## src/rtl/logic_pkg.sv

```systemverilog
// Shared op-code definitions for the logic unit pipeline and the ALU control decoder.
package logic_pkg;

  localparam int OPW_DEFAULT = 3;

  localparam logic [2:0] OP_AND  = 3'b000;
  localparam logic [2:0] OP_OR   = 3'b001;
  localparam logic [2:0] OP_XOR  = 3'b010;
  localparam logic [2:0] OP_NOR  = 3'b011;
  localparam logic [2:0] OP_ANDN = 3'b100;
  localparam logic [2:0] OP_RAND = 3'b101;

endpackage

```

## src/rtl/pipe_stage.sv

```systemverilog
// Valid/data pipeline register with load enable and asynchronous active-low clear.
module pipe_stage #(
  parameter int W = 8,
  parameter logic [W-1:0] RST_DATA = '0
) (
  input  logic         clk,
  input  logic         rst_n,
  input  logic         load,
  input  logic         next_valid,
  input  logic [W-1:0] next_data,
  output logic         valid,
  output logic [W-1:0] data
);

  always_ff @(posedge clk or negedge rst_n) begin
    if (!rst_n) begin
      valid <= 1'b0;
      data  <= RST_DATA;
    end else if (load) begin
      valid <= next_valid;
      data  <= next_data;
    end
  end

endmodule

```

## src/rtl/logic_unit_pipe.sv

```systemverilog
// Two-stage valid/ready bitwise logic unit: S1 holds operands, S2 holds the decoded result.
module logic_unit_pipe
  import logic_pkg::*;
#(
  parameter int WIDTH = 32,
  parameter int OPW   = OPW_DEFAULT
) (
  input  logic             Clk,
  input  logic             Rst,
  input  logic [WIDTH-1:0] A,
  input  logic [WIDTH-1:0] B,
  input  logic [OPW-1:0]   Op,
  input  logic             InValid,
  output logic             InReady,
  output logic [WIDTH-1:0] O,
  output logic             Zero,
  output logic             IllegalOp,
  output logic             OutValid,
  input  logic             OutReady
);

  localparam int S1W = 2*WIDTH + OPW;
  localparam int S2W = WIDTH + 2;
  // S2 layout is {illegal, zero, result}; reset shows an all-zero, legal result
  localparam logic [S2W-1:0] S2_RST = {1'b0, 1'b1, {WIDTH{1'b0}}};

  logic             v1, v2;
  logic             adv;
  logic [S1W-1:0]   d1;
  logic [S2W-1:0]   d2;
  logic [WIDTH-1:0] a1, b1;
  logic [OPW-1:0]   op1;
  logic [WIDTH-1:0] res;
  logic             ill;
  logic             res_zero;

  assign adv     = !v2 || OutReady;
  assign InReady = !v1 || adv;

  pipe_stage #(.W(S1W)) u_s1 (
    .clk        (Clk),
    .rst_n      (Rst),
    .load       (InReady),
    .next_valid (InValid),
    .next_data  ({Op, B, A}),
    .valid      (v1),
    .data       (d1)
  );

  assign a1  = d1[WIDTH-1:0];
  assign b1  = d1[2*WIDTH-1:WIDTH];
  assign op1 = d1[S1W-1:2*WIDTH];

  always_comb begin
    res = '0;
    ill = 1'b0;
    case (op1)
      OPW'(OP_AND):  res = a1 & b1;
      OPW'(OP_OR):   res = a1 | b1;
      OPW'(OP_XOR):  res = a1 ^ b1;
      OPW'(OP_NOR):  res = ~(a1 | b1);
      OPW'(OP_ANDN): res = a1 & ~b1;
      OPW'(OP_RAND): res = WIDTH'(&(a1 & b1));
      default:       ill = 1'b1;
    endcase
  end

  assign res_zero = (res == '0);

  pipe_stage #(.W(S2W), .RST_DATA(S2_RST)) u_s2 (
    .clk        (Clk),
    .rst_n      (Rst),
    .load       (adv),
    .next_valid (v1),
    .next_data  ({ill, res_zero, res}),
    .valid      (v2),
    .data       (d2)
  );

  assign O         = d2[WIDTH-1:0];
  assign Zero      = d2[WIDTH];
  assign IllegalOp = d2[WIDTH+1];
  assign OutValid  = v2;

endmodule

```

## config.mk

```make
export PLATFORM = sky130hd
export DESIGN_NAME = logic_unit_pipe
export DESIGN_NICKNAME = d
export VERILOG_FILES = /design/src/rtl/logic_pkg.sv /design/src/rtl/pipe_stage.sv /design/src/rtl/logic_unit_pipe.sv
export SDC_FILE = /design/constraint.sdc
export NUM_CORES = 1
export LEC_CHECK = 0
export ABC_AREA = 1
export BUFFER_PORTS_ARGS = -buffer_cell sky130_fd_sc_hd__buf_2
export CORE_MARGIN = 4
export CORE_UTILIZATION = 58
export DETAILED_ROUTE_END_ITERATION = 8
export GPL_TIMING_DRIVEN = 0
export HOLD_SLACK_MARGIN = 0.05
export PLACE_DENSITY = 0.81
export SETUP_SLACK_MARGIN = 0.2
export SYNTH_ARGS = -nofsm -noshare
export SYNTH_HDL_FRONTEND = slang
export SYNTH_SLANG_ARGS = --single-unit
```

## constraint.sdc

```tcl
create_clock -name Clk -period 2.3 [get_ports Clk]
set_clock_uncertainty 0.1 [all_clocks]
set_input_delay 0.115 -clock Clk [delete_from_list [all_inputs] [get_ports Clk]]
set_output_delay 0.115 -clock Clk [all_outputs]
set_load 0.01 [all_outputs]
```

Yosys cells after proc, flatten, opt, wreduce, memory -nomap -nowiden
Index checks and enable logic that the tools add are counted.

Bits in registers: 103. Output and inout bits: 36. Logic and storage cells: 25.

Eq/ne operators: 5. Multiplexer cells: 2. Bitwise operators: 6. Reduce and logical (&&, ||, !) cells: 8.

Operators by type and width (number): 32-bit case mux with 6 select lines (1); 32-bit bitwise AND (2); 32-bit NOT (2); 32-bit zero test (1); 32-bit bitwise OR (1); 32-bit AND reduction (1); 32-bit bitwise XOR (1); 3-bit by 2-bit == test with 1-bit output (second input constant) (2); 3-bit == test (second input constant) (2); 6-bit OR reduction (1); 3-bit by 1-bit == test with 1-bit output (second input constant) (1); 3-bit zero test (1); 1-bit zero test (2); 1-bit logical OR (2); 1-bit two-way mux (1).

Longest topological paths before layout
Word-level depth: 4. Depth in mapped cells: 14. Gate-level depth less buffers: 12.

Cells and area by module
Synthesis repeated with hierarchy kept, for this count alone.

Cells, all modules: 1016. Area total of the unflattened synthesis: 7269.5 µm².

By module, submodules not included: logic_unit_pipe (times used 1, cells an instance 580, area each 3309.4 µm²); pipe_stage at u_s1 (times used 1, cells an instance 288, area each 2576.2 µm²); pipe_stage at u_s2 (times used 1, cells an instance 148, area each 1383.8 µm²).

Least setup slack after synthesis
No wires, ideal clock.

Kind: flip-flop to flip-flop. Start: register u_s2.valid. End: register u_s1.data[37]. Library setup time: 135 ps. Arrival time: 1372 ps. Data required time: 2065 ps. Slack: 693 ps. Cell stages (with the launch flop): 7. Cells stage by stage: dfrtp_1 -> inv_1 -> nor2_1 -> nand2_1 -> clkbuf_1 -> clkbuf_1 -> o21ai_0.

Word-level cells in the longest chain between the ends: 3.

Ends and longest elaborated chain: start, declared (RTL line pipe_stage.sv:11) `output logic valid,`; start signal, assigned (RTL line pipe_stage.sv:20) `valid <= next_valid;`; 1-bit zero test (RTL line logic_unit_pipe.sv:37) `assign adv = !v2 || OutReady;`; 1-bit logical OR (RTL line logic_unit_pipe.sv:37); 1-bit logical OR (RTL line logic_unit_pipe.sv:38) `assign InReady = !v1 || adv;`; net InReady (RTL line logic_unit_pipe.sv:14) `output logic InReady,`; end signal, assigned (RTL line pipe_stage.sv:21) `data <= next_data;`; end, declared (RTL line pipe_stage.sv:12) `output logic [W-1:0] data`.

The timed path passes the listed nets, and every way through them passes these cells. A chain may end at the register's enable or synchronous reset.

Worst setup path in the final report
Start: register u_s2.valid. End: output port InReady.

Word-level cells in the longest chain between the ends: 3.

Ends and longest elaborated chain (RTL line): 1-bit zero test (logic_unit_pipe.sv:37); 1-bit logical OR (logic_unit_pipe.sv:37); 1-bit logical OR (logic_unit_pipe.sv:38); end, declared (logic_unit_pipe.sv:14).

No other way between the ends.

==> run_results.csv <==
group,metric,value,unit
status,outcome,"finished clean",
worst_setup_path,cp_data_arrival_time,1.86,ns
timing,whs,0.1518,ns
place,dpl.hpwl,14.84,mm
synth,yosys-mux-area-fraction,0,%
place,port_buffers,106,
worst_setup_path,cp_cell_sequence,"inv_1, nor2_2, nand2_4, clkbuf_2, buf_2, buf_2",
worst_setup_path,endpoint_kind,"primary output",
finish,nFillCells,826,
power,p_total,5.844,mW
global_routing,grt_max_degree,56,
floorplan,initial_core_util,59.17,%
timing,final.period_utilization,90.08,%
finish,finalNonFillerCells,1211,
place,place_inst,1121,
finish,area_growth,28.09,%
synth,ys.flop_type,"dfrtp_1",
synth,yosysWarningCount,0,
timing,finalHoldViolations,0,
timing,final_max_slew_viol_count,0,
worst_setup_path,max_stage_delay,0.35,ns
worst_setup_path,worstSetupStartpointType,"flop",
floorplan,die_w,115.9,µm
timing,rsz0062_at_grt,"yes",
detailed_routing,routedWlPerCell,17.85,µm
synth,avgSynthCellArea,7.757,µm²
clock_tree,cts-root-buf,"clkbuf_16",
worst_setup_path,cp_slowest_cell,"dfrtp_1",
timing,fmax,482.7,MHz
synth,synth_top_family_by_area,"simple AND/OR/NAND/NOR gates",
worst_setup_path,cp_common_cell,"buf_2",
synth,netlist_area,0.006756,mm²
synth,syn-num-nets,1038,
floorplan,core_area,0.01142,mm²
synth,synth_xor_area_share,0,%
synth,seq_area_frac_synth,38.17,%
detailed_routing,wirelength,21.61,mm
floorplan,row_count,39,
power,leakage,4.622,nW
global_routing,first_global_vias,6372,
clock_tree,htreeDepth,3,
timing,worstMarginPinSlew,0.6655,ns
global_routing,grt_antenna_before_repair,0,
global_routing,grt_use_total,32.30,%
synth,synth-adder-area-share,17.78,%
clock_tree,clock_path_buffers,2,
power,power_density,675.2,mW/mm²
power,ir_worst_vdd,440.3,µV
synth,synth-seq-cells,103,
worst_setup_path,path_buf_inv,4,
global_routing,overflow,0,
clock_tree,clk_pin_slew,0.07,ns
synth,synth-simple-area-share,25.43,%
detailed_routing,drt_first_pass_iters,5,
clock_tree,clk_latency,0.35,ns
finish,nNetsFinal,1230,
floorplan,ios,107,
worst_setup_path,criticalPathCategory,"reg -> out",
worst_setup_path,required,2.09,ns
finish,final_layout_size_suffix_gt1_share,17.13,%
worst_setup_path,worstPathMaxFanout,10,
finish,antenna_cells,0,
clock_tree,cts_buffers,9,
job,max_cap_violations,0,
timing,min_period,2.072,ns
hold_path,hold_class,"in -> reg",
synth,synth_edf_count,0,
place,gp_congestion,0.9486,
detailed_routing,drcViolationCount,0,
floorplan,die_area,0.01344,mm²
worst_setup_path,crit_family,"buffers and inverters",
global_routing,grt_pass1_wl,33.14,mm
floorplan,die_y,115.9,µm
clock_tree,cts_num_sinks,103,
detailed_routing,first_iter_violations,808,
detailed_routing,via_per_inst,5.605,
detailed_routing,ant_nets,0,
detailed_routing,num_vias,6788,
clock_tree,cts_tree,"done",
synth,synth_compound_area_share,8.926,%
timing,setup_viol,0,
synth,netlist_instances,871,
timing,relSlewSlack,55.63,%
synth,synthArstFlopShare,100.0,%
synth,ys_types,28,
## power by group
part	total, mW	switching, mW	internal, mW
logic	1.76	1.10	0.651
registers	2.22	0.164	2.06
clock network	1.86	0.696	1.17
## what timing repair did
item                                    4_1_cts  5_1_grt
setup buffers                                 0        5
pin swaps                                     0        2
resized for setup                             4       32
hold endpoints to repair                    116        0
hold buffers                                 69        0
cloned                                        0        0
endpoints found under the setup margin       25        9
## cell usage after synthesis (2+ instances only)
cell type	instances	area [µm²]
nand4_1	24	150.1
inv_1	102	382.9
buf_2	2	10.01
a31oi_1	9	56.30
buf_6	10	112.6
nand2_1	226	848.3
nor2_2	4	25.02
buf_1	2	7.510
inv_2	3	11.26
buf_4	3	22.52
dfrtp_1	102	2552
o21ai_1	2	10.01
nand3_1	74	370.4
nor2_1	71	266.5
nand2_2	2	12.51
ha_1	96	1201
o21ai_0	103	515.5
clkbuf_1	26	97.59
## worst register-to-register path, stage by stage, from the launching register on
cell,delay [ns]
dfrtp_1,0.37
buf_4,0.18
inv_2,0.13
nor2_1,0.08
nand2_2,0.15
buf_6,0.19
o21ai_0,0.09
nor2_1,0.23
nand2_1,0.10
nor2_1,0.09
nand2_1,0.07
nor2_1,0.09
nand3_1,0.08
nand2_1,0.06
## cell usage in the layout (no fill, tap or decap), types with 2 or more instances in the layout
| master | count |
|---|---|
| nand2_1 | 225 |
| buf_2 | 108 |
| o21ai_0 | 103 |
| dfrtp_1 | 102 |
| inv_1 | 101 |
| ha_1 | 96 |
| nand3_1 | 73 |
| dlygate4sd3_1 | 69 |
| nor2_1 | 58 |
| nand4_1 | 24 |
| clkbuf_1 | 19 |
| nor2_2 | 16 |
| buf_6 | 12 |
| a31oi_1 | 9 |
| clkbuf_16 | 9 |
| buf_4 | 8 |
| clkbuf_2 | 7 |
| inv_2 | 4 |
| bufinv_16 | 4 |
| clkinv_2 | 3 |
| nand3_2 | 2 |
| o21ai_1 | 2 |
| nand2_2 | 2 |
| nor2_4 | 2 |
## state kept, by name, summed over array words and instances (netlist names)
signal	cells
u_s1.data	67
u_s2.data	34
u_s1.valid	1
u_s2.valid	1
## layer usage
layer	up-vias	global-route usage (%)	wire [µm]
met3	92	7.050	2355
met5	-	0	0
li1	3156	-	-
met4	0	14.15	1028
met1	3096	42.14	8392
met2	444	51.90	9835
## worst paths after layout
check | startpoint | to | slack (ns) | depth (start not counted)
worst max-delay path | u_s2.valid | InReady | 0.23 | 6
worst max register to register | u_s1.data[64] | u_s2.data[32] | 0.23 | 13
worst min-delay path | OutReady | u_s2.data[7] | 0.15 | 5
worst min register to register | u_s2.data[32] | u_s2.data[32] | 0.38 | 2
min in group asynchronous | Rst | u_s1.data[10] | 0.23 | 2
max in group asynchronous | Rst | u_s2.data[32] | 1.15 | 3
## metrics by stage
stage	setup slack (ns)	area (µm²)	util [%]	TNS [ns]
after floorplan	0.6929	6756	-	0
after global placement	-0.1016	7466	65.38	-9.716
after detailed placement	-0.006620	7496	65.65	-0.006620
after CTS	0.1487	8554	74.92	0
after global routing	0.1138	8655	75.79	0
final	0.2281	8655	75.79	0
## final cells by class
| cell class | count | area (µm²) | area share (%) |
|---|---|---|---|
| sequential | 103 | 2579 | 29.80 |
| multi-input combinational | 618 | 3572 | 41.28 |
| clock inverter | 7 | 135.1 | 1.561 |
| tap | 143 | 178.9 | 2.067 |
| buffer | 44 | 275.3 | 3.181 |
| inverter | 106 | 400.4 | 4.626 |
| timing repair buffer | 181 | 1289 | 14.89 |
| clock buffer | 9 | 225.2 | 2.602 |
## kinds of logic after synthesis
family	after synthesis
flip-flops	103
buffers and inverters	150
AO/OA/AOI/OAI	117
AND/OR/NAND/NOR	405
adder cells (fa/ha/maj)	96
No activity file was read; power rests on OpenSTA's default activity.
